## config.mk

```make
export PLATFORM = sky130hd
export DESIGN_NAME = fifo_rr_sched
export DESIGN_NICKNAME = d
export VERILOG_FILES = /design/src/rtl/fifo_rr_sched.sv
export SDC_FILE = /design/constraint.sdc
export NUM_CORES = 1
export LEC_CHECK = 0
export CAP_MARGIN = 20
export CORE_AREA = 2 2 49 60
export CTS_BUF_LIST = sky130_fd_sc_hd__clkbuf_4 sky130_fd_sc_hd__clkbuf_8
export DETAILED_ROUTE_END_ITERATION = 8
export DIE_AREA = 0 0 51 62
export DONT_BUFFER_PORTS = 1
export GPL_ROUTABILITY_DRIVEN = 0
export GPL_TIMING_DRIVEN = 0
export RECOVER_POWER = 100
export SYNTH_ARGS = -nofsm -noshare
export SYNTH_HDL_FRONTEND = slang
export SYNTH_SLANG_ARGS = --single-unit
```

## constraint.sdc

```tcl
create_clock -name clk -period 2.2 [get_ports clk]
set_input_delay 0.11 -clock clk [delete_from_list [all_inputs] [get_ports clk]]
set_output_delay 0.11 -clock clk [all_outputs]
set_load 0.01 [all_outputs]
```

## src/rtl/fifo_rr_sched.sv

```systemverilog
`default_nettype none
// ============================================================================
// fifo_rr_sched: round-robin scheduler that pops up to MAXBURST entries per
// grant from NREQ requester FIFOs into one registered output stage.
// Revision: 1.0
// ============================================================================
module fifo_rr_sched #(
  parameter  int NREQ     = 4,
  parameter  int WIDTH    = 4,
  parameter  int MAXBURST = 4,
  localparam int IW       = (NREQ > 1) ? $clog2(NREQ) : 1,
  localparam int BW       = $clog2(MAXBURST + 1)
) (
  input  logic                        clk,
  input  logic                        rst,
  input  logic [NREQ-1:0][WIDTH-1:0]  req_dat,
  input  logic [NREQ-1:0]             req_val,
  input  logic [NREQ-1:0]             req_en,
  output logic [NREQ-1:0]             req_pop,
  output logic [WIDTH-1:0]            out_dat,
  output logic [IW-1:0]               out_src,
  output logic                        out_val,
  input  logic                        out_rdy,
  output logic                        busy,
  output logic [IW-1:0]               gnt_id
);

  typedef enum logic [0:0] {
    IDLE  = 1'b0,
    GRANT = 1'b1
  } state_t;

  state_t          r_state;
  logic [IW-1:0]   r_rr_ptr;
  logic [IW-1:0]   r_gnt_id;
  logic [BW-1:0]   r_burst_cnt;

  logic [IW:0]     w_idx;
  logic [IW-1:0]   w_sel;
  logic            w_any;
  logic            w_gnt_ok;
  logic            w_out_free;
  logic            w_pop;
  logic            w_last;
  logic            w_exit;
  logic [IW-1:0]   w_next_ptr;

  // Rotating priority search starting at r_rr_ptr; w_idx carries one spare
  // bit so the modulo wrap works for non-power-of-two NREQ.
  always_comb begin
    w_any = 1'b0;
    w_sel = '0;
    w_idx = '0;
    for (int k = 0; k < NREQ; k++) begin
      w_idx = {1'b0, r_rr_ptr} + (IW+1)'(k);
      if (w_idx >= (IW+1)'(NREQ)) begin
        w_idx = w_idx - (IW+1)'(NREQ);
      end
      if (!w_any && req_val[w_idx[IW-1:0]] && req_en[w_idx[IW-1:0]]) begin
        w_any = 1'b1;
        w_sel = w_idx[IW-1:0];
      end
    end
  end

  assign w_gnt_ok   = req_val[r_gnt_id] & req_en[r_gnt_id];
  assign w_out_free = !out_val | out_rdy;
  assign w_pop      = (r_state == GRANT) & w_gnt_ok & w_out_free;
  assign w_last     = (r_burst_cnt == BW'(MAXBURST - 1));
  // A stalled consumer keeps the grant; only burst end or loss of the head does not.
  assign w_exit     = (w_pop & w_last) | !w_gnt_ok;
  assign w_next_ptr = (r_gnt_id == IW'(NREQ - 1)) ? '0 : r_gnt_id + 1'b1;

  always_comb begin
    req_pop = '0;
    if (w_pop) begin
      req_pop[r_gnt_id] = 1'b1;
    end
  end

  assign gnt_id = r_gnt_id;

  always_ff @(posedge clk or posedge rst) begin
    if (rst) begin
      r_state     <= IDLE;
      r_rr_ptr    <= '0;
      r_gnt_id    <= '0;
      r_burst_cnt <= '0;
      busy        <= 1'b0;
      out_dat     <= '0;
      out_src     <= '0;
      out_val     <= 1'b0;
    end else begin
      if (w_pop) begin
        out_dat <= req_dat[r_gnt_id];
        out_src <= r_gnt_id;
        out_val <= 1'b1;
      end else if (out_val && out_rdy) begin
        out_val <= 1'b0;
      end

      case (r_state)
        IDLE: begin
          if (w_any) begin
            r_gnt_id    <= w_sel;
            r_burst_cnt <= '0;
            r_state     <= GRANT;
            busy        <= 1'b1;
          end
        end
        GRANT: begin
          if (w_pop) begin
            r_burst_cnt <= r_burst_cnt + 1'b1;
          end
          if (w_exit) begin
            r_state  <= IDLE;
            r_rr_ptr <= w_next_ptr;
            busy     <= 1'b0;
          end
        end
        default: begin
          r_state <= IDLE;
          busy    <= 1'b0;
        end
      endcase
    end
  end

endmodule
`default_nettype wire
```

==> results of run 1 <==
-- worst max-delay path by stage --
stage / slack (ps) / end / depth (start not counted) / from
3_3_place_gp: 160 / out_dat[1]$_DFFE_PP0P_ / 6 / gnt_id[0]$_DFFE_PP0P_
2_1_floorplan: 280 / out_dat[0]$_DFFE_PP0P_ / 6 / gnt_id[0]$_DFFE_PP0P_
5_1_grt: 20 / req_pop[3] / 6 / gnt_id[0]$_DFFE_PP0P_
4_1_cts: 8 / req_pop[3] / 6 / gnt_id[0]$_DFFE_PP0P_
6_report: 100 / req_pop[3] / 6 / gnt_id[0]$_DFFE_PP0P_
3_5_place_dp: 150 / out_dat[0]$_DFFE_PP0P_ / 6 / gnt_id[0]$_DFFE_PP0P_
-- cell type report --
type                       count  area share (%)
clock buffer                   3            2.10
multi-input combinational     56            48.8
buffer                         2            2.92
tap                           34            3.97
sequential                    16            37.5
inverter                       8            3.04
timing repair buffer           3            1.64
-- flip-flops by register name, summed over array words and instances, names as in the netlist --
signal       flops
r_state          1
gnt_id           2
out_src          2
out_dat          4
r_burst_cnt      3
out_val          1
busy             1
r_rr_ptr         2
-- power breakdown --
part	leakage, nW	internal [W]	total, W	switching (W)
Combinational	0.274	0.000316	0.000572	0.000256
Sequential	0.197	0.000434	0.000610	0.000176
Clock	0.0138	0.0000634	0.000149	0.0000857
Total	0.484	0.000813	0.00133	0.000518
-- per-layer routing --
layer | up-vias | track usage, % | routed length, µm
met5 | - | 0 | 0
met4 | 0 | 6.95 | 26
met3 | 2 | 3.83 | 171
met2 | 24 | 23.9 | 996
met1 | 295 | 14.8 | 729
li1 | 307 | - | -
-- stage by stage --
stage	utilization, %	hold WS (ps)	cell area, µm²
2_1_floorplan	-	23.7	998
3_3_place_gp	39.2	118	1040
3_5_place_dp	39.2	123	1040
4_1_cts	40.5	53.8	1070
5_1_grt	40.4	58.4	1070
6_report	40.4	56.3	1070
-- timing repair --
| action | CTS | global route |
|---|---|---|
| gates cloned | 0 | 0 |
| endpoints found under the hold margin | 16 | 0 |
| hold buffers | 1 | 0 |
| setup buffers | 0 | 2 |
| pin swaps | 1 | 1 |
| endpoints found under the setup margin | 4 | 4 |
| gates resized for setup | 1 | 0 |
-- logic make-up after synthesis --
family / Yosys count / share of synthesized area (%)
AO/OA/AOI/OAI: 11 / 7.77
adder cells (fa/ha/maj): 6 / 7.52
buffers and inverters: 10 / 6.39
flip-flops: 16 / 40.1
multiplexers: 17 / 27.1
AND/OR/NAND/NOR: 22 / 11.2
-- critical path, delay by kind of cell (launching register included) --
kind / cells / cell delay [ps]
flip-flops: 1 / 460
AND/OR/NAND/NOR: 2 / 340
multiplexers: 1 / 540
buffers and inverters: 3 / 360
-- synth_stat cells --
| cell type | n | area (µm²) |
|---|---|---|
| and2_1 | 5 | 31.3 |
| o21ai_1 | 1 | 5.00 |
| buf_12 | 1 | 20.0 |
| nor2_4 | 1 | 11.3 |
| mux2_2 | 6 | 67.6 |
| nand2b_1 | 2 | 12.5 |
| mux2_4 | 3 | 45.0 |
| o22ai_1 | 1 | 6.26 |
| inv_1 | 7 | 26.3 |
| nand3_1 | 1 | 5.00 |
| ha_1 | 6 | 75.1 |
| o31ai_1 | 1 | 7.51 |
| dfrtp_1 | 16 | 400 |
| buf_6 | 1 | 11.3 |
| a41o_1 | 1 | 10.0 |
| o21ai_2 | 1 | 8.76 |
| nor2_1 | 2 | 7.51 |
| and3_1 | 1 | 6.26 |
| o21ai_0 | 1 | 5.00 |
| a22o_1 | 1 | 8.76 |
| inv_4 | 1 | 6.26 |
| mux4_2 | 1 | 22.5 |
| mux4_1 | 4 | 105 |
| nand2_1 | 10 | 37.5 |
| a21oi_1 | 2 | 10.0 |
| o221ai_1 | 1 | 8.76 |
| mux2i_1 | 3 | 30.0 |
| a21boi_0 | 1 | 7.51 |
==> metrics.md, run 1 <==
| Metric | Value |
|---|---|
| Status | finished, final reports clean |
| Syn Area/Cell | about 12 µm² |
| Largest net degree at the start of global routing | 17 |
| Gr usage total | 13.5% |
| Pre-CTS WS | 152 ps |
| Final Hold Viols | 0 |
| Critical Path End Type | primary output |
| Post-Layout Cell Count | about 120 |
| Fmax | 477 MHz |
| Drt pass-1 iters | 4 |
| Worst slew pin tran | between 600 and 700 ps |
| Drt total wl | 1.92 mm |
| Global-route wire length before repair | between 3 and 4 mm |
| # clock sinks | 16 |
| CTS Root Buffer Type | clkbuf_4 |
| Via Count | roughly 630 |
| FF/Latch Area | between 400 and 500 µm² |
| Max incr delay on CP | 540 ps |
| Setup CP Type | reg -> out |
| WHS Endpoint | out_val$_DFFE_PP0P_ |
| Die span in y | 62 µm |
| Post-layout nets | 123 |
| Most frequent cells in the layout | dfrtp_1, nand2_1, inv_1, mux2_2, ha_1 |
| Slew Viols, Final | 0 |
| Setup TNS | 0 ps |
| H-Tree Depth | 1 |
| R2R Path Start | gnt_id[0]$_DFFE_PP0P_ |
| Clk buf depth | 2 |
| Initial Util | 37.6% |
| Placed Cells | between 100 and 150 |
| Die W | 51 µm |
| Power per cell area | 1240 nW/µm² |
| Layout area overhead | 7.27% |
| Ports | 41 |
| Min-Delay Path Class | in -> reg |
| Die area | 3160 µm² |
| # setup viols final | 0 |
| Cells after Synth | between 80 and 90 |
| Synth cell types | 28 |
| Max_cap viols | 0 |
| PnR worst setup slack | about 100 ps |
| Sequence of cells on the critical path | buf_6 -> inv_4 -> mux4_2 -> nor2_4 -> buf_12 -> and2_1 |
| Grt ovf | 0 |
| Starting DRC count in detailed routing | 11 |
| Total power | 0.00133 W |
| Most common cell after layout, fill and taps aside | dfrtp_1 |
| Final ANT Viol Nets | 0 |
| Post-route clock period utilization | 95.3% |
| Fillcell total | 261 |
| PortBufs | 0 |
| Clock period minus worst slack | 2100 ps |
| DP HPWL | between 1.5 and 2 mm |
| Leak Pwr | 0.484 nW |
| Arrival @ worst endpoint | between 1500 and 2000 ps |
| Via/cell ratio | between 5 and 6 |
| Maximum vdd ir drop | 0.369 mV |
| Inserted Clock Buffers | 3 |
| Worst Reg2Reg Path Length in Cells | 6 |
| Clock Skews | 5.03 ps |
| Vias in the first global route | 656 |
| Post-synth net total | around 120 |
| WL/cell | 15.8 µm |
| Max_slew headroom | 57.9% |
| Critical Path RT | 2090 ps |
| HP Start | out_rdy |
| Startpoint types | register |
| CP Max Fanout | 10 |
| Worst-Skew Late Latency | 280 ps |
| Post-route DRC violation count | 0 |
| Antenna violations before repair | 0 |
| Hold Path Depth | 2 |
| CTS tree | done |
| R2R Setup Slk | about 150 ps |
| CP max-delay cell | mux4_2 |
| Multi-input gate area | 523 µm² |
| Core Rows | 21 |
| Synthesized flop and latch total | 16 |
| N_diodes | 0 |
| Clock Pin Slew Worst Setup and Hold Paths | 90 ps |
| Unrepaired setup endpoints after global routing | no |
| Seq/Total Area, Yosys | 40.1% |
| Core area | 2650 µm² |
| Layout cells sized above 1 | 18.2% |
| Area of the mapped netlist | approximately 1000 µm² |
| R2r endpoint | out_dat[2]$_DFFE_PP0P_ |
| YS warnings | 0 |
Note: power is estimated with default switching activity, not from simulation.
==> inputs of run 2 (changes only) <==
Settings changed: ABC_AREA set to 1, CELL_PAD_IN_SITES_DETAIL_PLACEMENT set to 1, CELL_PAD_IN_SITES_GLOBAL_PLACEMENT set to 2, CORE_AREA 2 2 49 60 to 2 2 56 69, DIE_AREA 0 0 51 62 to 0 0 58 71, PLACE_DENSITY_LB_ADDON set to 0.1.
==> run 2 against run 1 <==
- register-to-register slack better by 140 ps
- clock skew is 2.4 ps lower
- final cell count is 71% higher
- hold slack better by 16 ps
- largest power group is now combinational logic
==> metrics.md, run 2 <==
| Metric | Value |
|---|---|
| Status | finished, final reports clean |
| CTS tree | done |
| Die span in y | between 70 and 80 µm |
| R2R Path Start | r_rr_ptr[0]$_DFFE_PP0P_ |
| Multi-input gate area | 603 µm² |
| Seq/Total Area, Yosys | about 35% |
| Critical Path End Type | primary output |
| Starting DRC count in detailed routing | 21 |
| Layout cells sized above 1 | 9.41% |
| CP Max Fanout | 10 |
| WHS Endpoint | out_val$_DFFE_PP0P_ |
| Largest net degree at the start of global routing | 17 |
| Ys flop type | dfrtp_1 |
| Max_cap viols | 0 |
| Final Hold Viols | 0 |
| Top cells by area, synth | dfrtp_1, nand2_1, ha_1, nand3_1, inv_1 |
| Startpoint types | register |
| Sequence of cells on the critical path | buf_2 -> nand2_1 -> nand3_1 -> nand2_1 -> nand3_2 -> buf_2 -> nor2_1 |
| Synth cell count leaders | nand2_1, inv_1, dfrtp_1 |
| Vias in the first global route | 1218 |
| PortBufs | 0 |
| P_int | 0.000928 W |
| Inserted Clock Buffers | 3 |
| Placed Cells | 205 |
| Largest Register | out_dat |
| Synth top area share | 35.4% |
| Final ANT Viol Nets | 0 |
| Die area | 4120 µm² |
| Worst slew pin tran | 617 ps |
| Critical Path RT | 2090 ps |
| Post-synth net total | 199 |
| Maximum vdd ir drop | 0.584 mV |
| Post-route clock period utilization | 90.6% |
| Hold Path Depth | 3 |
| Slew Viols, Final | 0 |
| Synthesized flop and latch total | 16 |
| EDFF count, synth | 0 |
| Most common cell in the synthesized netlist | nand2_1 |
| Post-Layout Cell Count | between 200 and 250 |
| Max_slew headroom | 58.8% |
| Most frequent cells in the layout | nand2_1, inv_1, nor2_1, dfrtp_1, nand3_1 |
| WL/cell | 14.7 µm |
| Final Util | 34.7% |
| Asr flop ratio synth | 100% |
| Buffers and inverters on the worst path | 2 |
| Largest register FFs | 4 |
| Cell family with most CP delay | simple AND/OR/NAND/NOR gates |
| Grt ovf | 0 |
| Cells after Synth | 166 |
| Worst Reg2Reg Path Length in Cells | 11 |
| Drt total wl | 3.08 mm |
| Area of the mapped netlist | 1130 µm² |
| Net Sw Power | roughly 0.0010 W |
| Sw frac | 52.9% |
| Global-route wire length before repair | 5.52 mm |
| Antenna violations before repair | 0 |
| Core area | 3480 µm² |
| Clk buf depth | 2 |
| Post-CTS Setup Inserts | 0 |
| CP max-delay cell | dfrtp_1 |
| R2R Setup Slk | 290 ps |
| Clock period minus worst slack | 1990 ps |
| Via Count | 1067 |
| YS warnings | 0 |
| Total power | 0.00197 W |
| HP Start | out_rdy |
| Clock Pin Slew Worst Setup and Hold Paths | approximately 60 ps |
| Max incr delay on CP | 480 ps |
| Post-route DRC violation count | 0 |
| Share of power burned in registers | 31.0% |
| Fmax | 502 MHz |
| Via/cell ratio | 5.11 |
| Setup TNS | 0 ps |
| Min-Delay Path Class | in -> reg |
| Gr usage total | between 15 and 20% |
| Layout area overhead | 6.74% |
| Arrival @ worst endpoint | approximately 1900 ps |
| Yosys top cell by area | dfrtp_1 |
| FF/Latch Area | 402 µm² |
| Core Rows | 24 |
| H-Tree Depth | 1 |
| Setup CP Type | reg -> out |
| Synth cell types | 23 |
| CTS Root Buffer Type | clkbuf_8 |
| Logic pwr share | 57.8% |
| Ports | around 40 |
| Clock Power Share | 11.2% |
| Post-layout nets | 205 |
| DP HPWL | 2.49 mm |
| Syn Area/Cell | 6.82 µm² |
| N_diodes | 0 |
| Largest regs | out_dat x4, r_burst_cnt x3 |
| Die W | 58 µm |
| Clock Skews | between 2 and 3 ps |
| Unrepaired setup endpoints after global routing | no |
| Worst-Skew Late Latency | ~250 ps |
| Initial Util | 32.5% |
| Leak Pwr | about 0.66 nW |
| Drt pass-1 iters | 4 |
| Power per cell area | 1630 nW/µm² |
| Most common cell after layout, fill and taps aside | nand2_1 |
| # setup viols final | 0 |
| R2r endpoint | gnt_id[0]$_DFFE_PP0P_ |
| # clock sinks | 16 |
| Fillcell total | 452 |
run 2: layer usage:
| metal | routed length (µm) | global-route usage (%) | share of wire, % |
|---|---|---|---|
| met5 | 0 | 0 | 0 |
| met4 | 42 | 5.68 | 1.4 |
| met3 | 88 | 3.11 | 2.9 |
| met2 | 1700 | 32.1 | 55 |
| met1 | 1250 | 18.6 | 40 |
run 2: kinds of logic after synthesis:
family / count (synthesis) / synth area share [%]
AND/OR/NAND/NOR: 98 / 38.2
buffers and inverters: 25 / 9.61
AO/OA/AOI/OAI: 21 / 10.2
flip-flops: 16 / 35.4
adder cells (fa/ha/maj): 6 / 6.63
run 2: per-stage QoR:
stage | worst slack [ps] | area, µm² | hold slack [ps]
3_3_place_gp | 325 | 1180 | 112
5_1_grt | 14.8 | 1210 | 100
6_report | 207 | 1210 | 72.8
2_1_floorplan | 760 | 1130 | 23.7
3_5_place_dp | 292 | 1180 | 122
4_1_cts | 19.7 | 1230 | 72.5
run 2: layout make-up:
cell class | instances | area share, %
Clock buffer | 3 | 3.42
Timing Repair Buffer | 1 | 0.828
Buffer | 4 | 2.07
Tap cell | 39 | 4.04
Sequential cell | 16 | 33.2
Inverter | 21 | 6.52
Multi-Input combinational cell | 125 | 49.9
run 2: tightest hold or removal path, delay by kind of cell:
kind | cells | cell delay (ps)
AND/OR/NAND/NOR | 2 | 160
buffers and inverters | 1 | 20
run 2: power by group through the flow:
stage / sequential (W) / combinational [W] / clock, W
after global placement: 0.000611 / 0.00118 / 0
final: 0.000610 / 0.00114 / 0.000220
after detailed placement: 0.000615 / 0.00123 / 0
after CTS: 0.000612 / 0.00124 / 0.000228
after floorplan: 0.000572 / 0.000961 / 0
after global routing: 0.000636 / 0.00135 / 0.000238
run 2: worst max path at each step:
stage	start	end	slack [ps]	cells after the start
2_1_floorplan	gnt_id[0]$_DFFE_PP0P_	req_pop[0]	760	7
3_3_place_gp	gnt_id[1]$_DFFE_PP0P_	req_pop[3]	330	6
3_5_place_dp	gnt_id[1]$_DFFE_PP0P_	req_pop[3]	290	6
4_1_cts	gnt_id[1]$_DFFE_PP0P_	req_pop[3]	20	6
5_1_grt	gnt_id[0]$_DFFE_PP0P_	req_pop[3]	10	7
6_report	gnt_id[0]$_DFFE_PP0P_	req_pop[0]	210	7
run 2: repair_timing:
action	CTS	global route
setup endpoints to repair	0	4
endpoints found under the hold margin	16	0
gates resized for setup	0	2
hold buffers	1	0
